<file path="config.mk">
export PLATFORM = sky130hd
export DESIGN_NAME = seq_pattern_ctrl_flat
export DESIGN_NICKNAME = d
export VERILOG_FILES = /design/src/rtl/seq_pattern_ctrl_if.sv /design/src/rtl/seq_pattern_ctrl.sv /design/src/flat_wrapper.sv
export SDC_FILE = /design/constraint.sdc
export NUM_CORES = 1
export LEC_CHECK = 0
export BUFFER_PORTS_ARGS = -buffer_cell sky130_fd_sc_hd__buf_2
export CAP_MARGIN = 15
export CORE_ASPECT_RATIO = 1.5
export CORE_UTILIZATION = 41
export DETAILED_ROUTE_END_ITERATION = 7
export PLACE_DENSITY = 0.67
export SYNTH_ARGS = -nofsm -noshare
export SYNTH_HDL_FRONTEND = slang
export SYNTH_SLANG_ARGS = --single-unit
</file>
<file path="constraint.sdc">
create_clock -name clk -period 2.96 [get_ports clk]
set_clock_uncertainty 0.15 [all_clocks]
set_input_delay 0.592 -clock clk [delete_from_list [all_inputs] [get_ports clk]]
set_output_delay 0.592 -clock clk [all_outputs]
set_load 0.05 [all_outputs]
</file>
<file path="src/rtl/seq_pattern_ctrl_if.sv">
// seq_pattern_ctrl_if: host/stream bundle for seq_pattern_ctrl.
// Carries the configuration write port, window control, serial input and
// the detector's status outputs. clk and rst stay outside the bundle.
interface seq_pattern_ctrl_if #(
  parameter int WIN_W = 8,
  parameter int CNT_W = 8
);

  // configuration write port
  logic             cfg_we;
  logic [7:0]       cfg_pattern;
  logic [3:0]       cfg_len;
  logic             cfg_overlap;

  // window control
  logic [WIN_W-1:0] win_len;
  logic             start;
  logic             stop;

  // serial stream
  logic             ip;
  logic             ip_valid;

  // status
  logic             seq_det;
  logic             busy;
  logic             done;
  logic [CNT_W-1:0] match_cnt;
  logic             cfg_err;

  // host / stimulus side
  modport master (
    output cfg_we, cfg_pattern, cfg_len, cfg_overlap,
    output win_len, start, stop, ip, ip_valid,
    input  seq_det, busy, done, match_cnt, cfg_err
  );

  // detector side
  modport slave (
    input  cfg_we, cfg_pattern, cfg_len, cfg_overlap,
    input  win_len, start, stop, ip, ip_valid,
    output seq_det, busy, done, match_cnt, cfg_err
  );

endinterface

</file>
<file path="src/rtl/seq_pattern_ctrl.sv">
// seq_pattern_ctrl: programmable Mealy serial pattern detector with a bounded
// observation window and match counter.
//
// Optional feature macro: SEQ_CTRL_SAT_EN
//   defined   -> match_cnt saturates at all-ones
//   undefined -> match_cnt wraps modulo 2^CNT_W
//
// state | meaning
// ------+-----------------------------------------------------------
// IDLE  | accepts configuration writes and start; counter holds
// ARMED | detection active, valid bits consumed and counted
// DONE  | one-cycle window-end marker, then back to IDLE
module seq_pattern_ctrl #(
  parameter int WIN_W = 8,
  parameter int CNT_W = 8
) (
  input logic               clk,
  input logic               rst,
  seq_pattern_ctrl_if.slave bus
);

  typedef enum logic [1:0] {
    ST_IDLE  = 2'd0,
    ST_ARMED = 2'd1,
    ST_DONE  = 2'd2
  } state_t;

  localparam logic [7:0] RST_PATTERN = 8'h09;
  localparam logic [3:0] RST_LEN     = 4'd4;
  localparam logic       RST_OVL     = 1'b1;

  state_t           state_q, state_d;

  logic [7:0]       pat_q, pat_d;
  logic [3:0]       len_q, len_d;
  logic             ovl_q, ovl_d;
  logic [6:0]       hist_q, hist_d;
  logic [2:0]       fill_q, fill_d;
  logic [WIN_W-1:0] bit_cnt_q, bit_cnt_d;
  logic [CNT_W-1:0] cnt_q, cnt_d;
  logic             cfg_err_q, cfg_err_d;

  logic             in_idle;
  logic             in_armed;
  logic             consume;
  logic [7:0]       w;
  logic [7:0]       len_mask;
  logic             pat_hit;
  logic             fill_ok;
  logic             match;
  logic [WIN_W-1:0] bit_nxt;
  logic             win_hit;
  logic             cfg_ok;
  logic [CNT_W-1:0] cnt_inc;

  // Detector datapath: window of the last len bits including the current one.
  always_comb begin
    in_idle  = (state_q == ST_IDLE);
    in_armed = (state_q == ST_ARMED);
    consume  = in_armed & bus.ip_valid;
    w        = {hist_q, bus.ip};
    // len_q is only ever loaded with 1..8, so the shift stays in 0..7
    len_mask = 8'hFF >> (4'd8 - len_q);
    pat_hit  = ((w ^ pat_q) & len_mask) == 8'h00;
    // enough earlier bits in the history to form a full pattern
    fill_ok  = ({1'b0, fill_q} >= (len_q - 4'd1));
    match    = pat_hit & fill_ok;
    bit_nxt  = bit_cnt_q + WIN_W'(1);
    win_hit  = (bus.win_len != '0) && (bit_nxt == bus.win_len);
    cfg_ok   = (bus.cfg_len != 4'd0) && (bus.cfg_len <= 4'd8);
`ifdef SEQ_CTRL_SAT_EN
    cnt_inc  = (cnt_q == {CNT_W{1'b1}}) ? cnt_q : cnt_q + CNT_W'(1);
`else
    cnt_inc  = cnt_q + CNT_W'(1);
`endif
  end

  // State register.
  always_ff @(posedge clk) begin
    if (rst) begin
      state_q <= ST_IDLE;
    end else begin
      state_q <= state_d;
    end
  end

  // Next-state logic: start arms, stop or the last window bit ends the window.
  always_comb begin
    state_d = state_q;
    case (state_q)
      ST_IDLE: begin
        if (bus.start) begin
          state_d = ST_ARMED;
        end
      end
      ST_ARMED: begin
        if (bus.stop || (consume && win_hit)) begin
          state_d = ST_DONE;
        end
      end
      ST_DONE: begin
        state_d = ST_IDLE;
      end
      default: begin
        state_d = ST_IDLE;
      end
    endcase
  end

  // Output decode: status from state, seq_det straight from the live bit.
  always_comb begin
    bus.busy      = in_armed;
    bus.done      = (state_q == ST_DONE);
    bus.seq_det   = consume & match;
    bus.match_cnt = cnt_q;
    bus.cfg_err   = cfg_err_q;
  end

  // Configuration, history, fill, bit counter and match counter updates.
  always_comb begin
    pat_d     = pat_q;
    len_d     = len_q;
    ovl_d     = ovl_q;
    hist_d    = hist_q;
    fill_d    = fill_q;
    bit_cnt_d = bit_cnt_q;
    cnt_d     = cnt_q;

    // writes are only legal in IDLE with a length the detector can hold
    cfg_err_d = bus.cfg_we & (~in_idle | ~cfg_ok);

    if (in_idle && bus.cfg_we && cfg_ok) begin
      pat_d = bus.cfg_pattern;
      len_d = bus.cfg_len;
      ovl_d = bus.cfg_overlap;
    end

    if (in_idle && bus.start) begin
      hist_d    = 7'd0;
      fill_d    = 3'd0;
      bit_cnt_d = '0;
      cnt_d     = '0;
    end

    if (consume) begin
      hist_d    = w[6:0];
      fill_d    = (fill_q == 3'd7) ? 3'd7 : fill_q + 3'd1;
      bit_cnt_d = bit_nxt;
      if (match) begin
        cnt_d = cnt_inc;
        // non-overlap: bits of this match may not start the next one
        if (!ovl_q) begin
          fill_d = 3'd0;
        end
      end
    end
  end

  // Datapath registers; reset restores the overlapping 1001 detector.
  always_ff @(posedge clk) begin
    if (rst) begin
      pat_q     <= RST_PATTERN;
      len_q     <= RST_LEN;
      ovl_q     <= RST_OVL;
      hist_q    <= 7'd0;
      fill_q    <= 3'd0;
      bit_cnt_q <= '0;
      cnt_q     <= '0;
      cfg_err_q <= 1'b0;
    end else begin
      pat_q     <= pat_d;
      len_q     <= len_d;
      ovl_q     <= ovl_d;
      hist_q    <= hist_d;
      fill_q    <= fill_d;
      bit_cnt_q <= bit_cnt_d;
      cnt_q     <= cnt_d;
      cfg_err_q <= cfg_err_d;
    end
  end

endmodule

</file>
<file path="src/flat_wrapper.sv">
// flat-port wrapper written by rule: the top's interface ports become plain ports
module seq_pattern_ctrl_flat 
#(
  parameter int WIN_W = 8,
  parameter int CNT_W = 8
)
  (clk, rst, bus_cfg_we, bus_cfg_pattern, bus_cfg_len, bus_cfg_overlap, bus_win_len, bus_start, bus_stop, bus_ip, bus_ip_valid, bus_seq_det, bus_busy, bus_done, bus_match_cnt, bus_cfg_err);
  seq_pattern_ctrl_if #(.WIN_W(WIN_W), .CNT_W(CNT_W)) bus_i ();
  input logic clk;
  input logic rst;
  input wire logic [$bits(bus_i.cfg_we)-1:0] bus_cfg_we;
  input wire logic [$bits(bus_i.cfg_pattern)-1:0] bus_cfg_pattern;
  input wire logic [$bits(bus_i.cfg_len)-1:0] bus_cfg_len;
  input wire logic [$bits(bus_i.cfg_overlap)-1:0] bus_cfg_overlap;
  input wire logic [$bits(bus_i.win_len)-1:0] bus_win_len;
  input wire logic [$bits(bus_i.start)-1:0] bus_start;
  input wire logic [$bits(bus_i.stop)-1:0] bus_stop;
  input wire logic [$bits(bus_i.ip)-1:0] bus_ip;
  input wire logic [$bits(bus_i.ip_valid)-1:0] bus_ip_valid;
  output wire logic [$bits(bus_i.seq_det)-1:0] bus_seq_det;
  output wire logic [$bits(bus_i.busy)-1:0] bus_busy;
  output wire logic [$bits(bus_i.done)-1:0] bus_done;
  output wire logic [$bits(bus_i.match_cnt)-1:0] bus_match_cnt;
  output wire logic [$bits(bus_i.cfg_err)-1:0] bus_cfg_err;
  assign bus_i.cfg_we = bus_cfg_we;
  assign bus_i.cfg_pattern = bus_cfg_pattern;
  assign bus_i.cfg_len = bus_cfg_len;
  assign bus_i.cfg_overlap = bus_cfg_overlap;
  assign bus_i.win_len = bus_win_len;
  assign bus_i.start = bus_start;
  assign bus_i.stop = bus_stop;
  assign bus_i.ip = bus_ip;
  assign bus_i.ip_valid = bus_ip_valid;
  assign bus_seq_det = bus_i.seq_det;
  assign bus_busy = bus_i.busy;
  assign bus_done = bus_i.done;
  assign bus_match_cnt = bus_i.match_cnt;
  assign bus_cfg_err = bus_i.cfg_err;
  seq_pattern_ctrl #(.WIN_W(WIN_W), .CNT_W(CNT_W)) u_core (.clk(clk), .rst(rst), .bus(bus_i));
endmodule
</file>
; ---- Word level (Yosys, flattened, before mapping)
; Cells that the tools add are included.
[totals]
elab_cells = 60
ff_bits = 42
[op_classes]
n_eq_ne = 6
shifts = 1
mux = 15
bitwise = 9
add_sub_neg = 5
n_reduce_logical = 13
magnitude_cmp = 2
[op_table]
columns = cell, n
row1 = $mux W8, 5
row2 = $add A8 B1 Y8 const B, 2
row3 = $mux W3, 5
row4 = $mux W7, 2
row5 = $and A8 B8 Y8, 1
row6 = $eq A8 B8 Y1, 1
row7 = $logic_not A8 Y1, 1
row8 = $reduce_bool A8 Y1, 1
row9 = $shr A8 B4 Y8 const A, 1
row10 = $xor A8 B8 Y8, 1
row11 = $logic_and A1 B1 Y1, 6
row12 = $and A1 B1 Y1, 4
row13 = $ge A3 B4 Y1, 1
row14 = $le A4 B4 Y1 const B, 1
row15 = $mux W2, 2
row16 = $pmux W2 S2, 1
row17 = $reduce_bool A4 Y1, 1
row18 = $sub A4 B1 Y4 const B, 1
row19 = $sub A4 B4 Y4 const A, 1
row20 = $add A3 B1 Y3 const B, 1
row21 = $eq A3 B3 Y1 const B, 1
row22 = $eq A2 B1 Y1 const B, 1
row23 = $eq A2 B2 Y1 const B, 1
row24 = $logic_not A2 Y1, 1
row25 = other kinds (7), 8

; ---- Depth between registers and ports, before layout
[depth]
ltp_word = 7
mapped_depth = 10

; ---- Least setup slack after synthesis
; No wires, ideal clock.
[synth_timing]
kind = reg2out
start = register u_core.len_q[0]
end = output bus_seq_det
t_arrival_ns = 2.144
t_required_ns = 2.218
setup_slack_ns = 0.074
path_stages_with_launch = 10
n_path_buf = 1
cell_sequence = dfxtp_1 -> inv_1 -> ha_1 -> xnor2_1 -> ha_1 -> a21o_1 -> a31oi_1 -> nor4b_4 -> buf_6 -> and3_1
[synth_between]
elab_chain_cells = 6
[synth_lines]
columns = item, line
row1 = start: declaration, seq_pattern_ctrl.sv:35  ; logic [3:0] len_q, len_d;
row2 = start signal: assignment, seq_pattern_ctrl.sv:172  ; len_q <= len_d;
row3 = $sub A4 B4 Y4, seq_pattern_ctrl.sv:63  ; len_mask = 8'hFF >> (4'd8 - len_q);
row4 = $shr A8 B4 Y8, seq_pattern_ctrl.sv:63
row5 = $and A8 B8 Y8, seq_pattern_ctrl.sv:64  ; pat_hit = ((w ^ pat_q) & len_mask) == 8'h00;
row6 = $logic_not A8 Y1, seq_pattern_ctrl.sv:64
row7 = $and A1 B1 Y1 (*), seq_pattern_ctrl.sv:67  ; match = pat_hit & fill_ok;
row8 = $and A1 B1 Y1 (*), seq_pattern_ctrl.sv:114  ; bus.seq_det = consume & match;
row9 = end: declaration, flat_wrapper.sv:20  ; output wire logic [$bits(bus_i.seq_det)-1:0] bus_seq_det;
; Every way passes the cells marked *; elsewhere a longest branch is shown, timed or not.

; ---- Worst setup path in the final report
[layout_timing]
start = register u_core.len_q[1]
end = output bus_seq_det
; Same word-level chain as after synthesis.

==> results.json <==
{
  "status": "complete, no violations",
  "grtUsageMet2_pct": 34.8,
  "vias": 2089,
  "worstMarginPinSlew_ns": 0.613,
  "die_x_um": 63.9,
  "ctsHoldBuffers": 0,
  "area_delta_synth_final_pct": 17.4,
  "grt_pass1_vias": 2106,
  "synth_ff_type": "dfxtp_1",
  "async_reset_ff_share_pct": 0,
  "r2r.worst_path.cells": 10,
  "min_from": "u_core.hist_q[6]",
  "die_area_mm2": 0.00606,
  "clkLatencyLatePin_ns": 0.29,
  "grt_max_degree": 34,
  "cts_sinks": 42,
  "cp_data_arrival_time_ns": 2.17,
  "worstSetupStartpointType": "register",
  "fin_hold_ws_ns": 0.321,
  "synth.distinct_cells": 52,
  "synth_top_area_share_pct": 35.7,
  "cts_tree": "built",
  "drv_cap": 0,
  "pwr-share-clk_pct": 37.2,
  "synth-seq-cells": 42,
  "hold_end": "u_core.hist_q[6]",
  "hpwl_um": 3840,
  "gr-usage-all-layers_pct": 18.8,
  "hold_path.class": "register to register",
  "grt_first_pass_wirelength_um": 8980,
  "cts_htree_levels": 2,
  "synth_fp_nets": 318,
  "drtIter0Drc": 69,
  "design.portCount": 40,
  "io_buffers": 39,
  "yosysMostFrequentCell": "dfxtp_1",
  "switching_share_pct": 25.8,
  "cts_root_buffer": "clkbuf_8",
  "via_per_inst": 5.34,
  "die_h_um": 94.8,
  "post-route-period-util_pct": 98.5,
  "cts_buffer_depth": 2,
  "num_rows": 33,
  "combPwrFrac_pct": 14.2,
  "drc_errors": 0,
  "place_ws_ns": 0.179,
  "wire_per_inst_um": 13.5,
  "worstReg2RegStart": "u_core.len_q[1]",
  "slew_violations": 0,
  "final_hold_viol_count": 0,
  "r2r_end": "u_core.bus.match_cnt[7]",
  "antenna_found_initial": 0,
  "synth_area_per_cell_um2": 8.44,
  "num_antenna_cells": 0,
  "ant_nets": 0,
  "fp.coreArea_mm2": 0.00549,
  "netlist_top_cells_count": "dfxtp_1, nand2_1, nor2_1",
  "drive_above_1_share_pct": 20.2,
  "gr-total-overflow": 0,
  "cts-buffers-inserted": 5,
  "grt.met1_usage_pct": 20.6,
  "crit_type": "register to primary output",
  "power_frac_seq_pct": 48.7,
  "finalWeightedCongestion": 0.785,
  "grt_busiest_layer": "met2",
  "hold_depth": 2,
  "crit_fanout": 4,
  "p_int_w": 0.000904,
  "rsz0062_at_grt": "true",
  "max-vdd-ir-drop_mv": 0.386,
  "yosysSeqAreaShare_pct": 35.7,
  "crit_required_ns": 2.22,
  "fin_nets": 359,
  "syn-cell-area_mm2": 0.00235,
  "p_per_area_mw_per_mm2": 441,
  "crit_path_end_kind": "primary output",
  "leakage_nw": 1.17,
  "clk_pin_slew_worst_paths_ns": 0.08,
  "synth_area_leader_cell": "dfxtp_1",
  "reg2reg_slack_ns": 0.48,
  "dr.pass1.iters": 6,
  "met3_usage_pct": 3.74,
  "relSlewSlack_pct": 59.1,
  "wl_um": 5260,
  "min_period_ns": 2.91,
  "fin_ws_ns": 0.0456,
  "p_sw_w": 0.000315,
  "start_util_pct": 42.9,
  "yosys-top-cells-area": "dfxtp_1, mux2i_1, ha_1",
  "syn-instance-count": 279,
  "report.final.setup_viol": 0,
  "max_freq_ghz": 0.343,
  "synth_edf_count": 0,
  "synth-warning-count": 0
}
stage by stage:
step	TNS (ns)	instance area (um^2)	cells	power [W]	util, %
final	0	2770	391	0.00122	50.4
after global routing	-0.0463	2770	391	0.00128	50.4
after CTS	0	2750	390	0.00123	50.1
after detailed placement	0	2630	382	0.000778	47.8
after global placement	0	2630	382	0.000775	47.8
after floorplan	0	2350	279	0.000719	-
metal layers:
metal | wire length, um | vias up
met1 | 2260 | 962
met4 | 117 | 0
met2 | 2720 | 41
met5 | 0 | -
met3 | 173 | 9
li1 | - | 1077
what timing repair did:
action                                 CTS  global route
buffers inserted                         0             1
cloned                                   0             0
endpoints found under the hold margin    0             0
resized for setup                        3             5
setup endpoints to repair                1             1
pin swaps                                1             4
cells by family (layout without fill, tap and decap cells):
| family | Yosys count | in the layout | synth area share (%) |
|---|---|---|---|
| DFF | 42 | 42 | 35.7 |
| and+or+nand+nor | 106 | 106 | 22.7 |
| xor gates and xnor gates | 16 | 16 | 5.95 |
| AOI/OAI and AO/OA | 64 | 64 | 19.1 |
| adders and majority gates | 11 | 11 | 5.84 |
| muxes | 14 | 14 | 5.95 |
| buffers and inverters | 26 | 68 | 4.73 |
cell usage in the layout (no fill, tap or decap), drive strengths merged, types with 5 or more instances in the layout:
cell,count
nor3,5
mux2i,14
buf,47
nor2b,8
ha,11
dfxtp,42
nand2,35
xnor2,11
o21ai,9
xor2,5
inv,13
nor2,26
nor4,5
clkbuf,6
o2111ai,6
a21oi,20
nand3,6
layout make-up:
type,count,area (um^2)
Clock buffer,6,72.6
Clock inverter,2,37.5
Fill cell,538,2730
Inverter,13,48.8
Multi-Input combinational cell,211,1410
Sequential cell,42,843
Tap cell,70,87.6
Timing Repair Buffer,47,265
power groups by stage:
stage                     Clock (W)  Combinational, W  Sequential [W]
after detailed placement          0          0.000172        0.000606
after CTS                  0.000464          0.000173        0.000593
after floorplan                   0          0.000114        0.000606
after global placement            0          0.000169        0.000606
final                      0.000453          0.000173        0.000593
after global routing       0.000489          0.000193        0.000596
how the worst max path moves through the flow:
stage | start | endpoint | slack [ns] | cells after the start
2_1_floorplan | u_core.len_q[0] | bus_seq_det | 0.07 | 9
3_3_place_gp | u_core.len_q[1] | bus_seq_det | 0.25 | 9
3_5_place_dp | u_core.len_q[1] | bus_seq_det | 0.18 | 9
4_1_cts | u_core.len_q[1] | bus_seq_det | 0.002 | 9
5_1_grt | u_core.len_q[1] | bus_seq_det | -0.05 | 9
6_report | u_core.len_q[1] | bus_seq_det | 0.05 | 9
state kept, by name, indices dropped and copies added, names as in the netlist:
signal                flops
u_core.bit_cnt_q          8
u_core.bus.match_cnt      8
u_core.pat_q              8
u_core.hist_q             7
u_core.len_q              4
u_core.fill_q             3
u_core.state_q            2
u_core.bus.cfg_err        1
u_core.ovl_q              1
critical path, cell delays in order (launching register included):
cell and delay, ns:
dfxtp_2 0.36, inv_2 0.05, ha_2 0.16, xnor2_1 0.12, ha_1 0.30, a21o_1 0.11
a31oi_1 0.06, nor4b_4 0.33, and3_4 0.24, buf_8 0.14
Power figures use the tool's default switching activity.
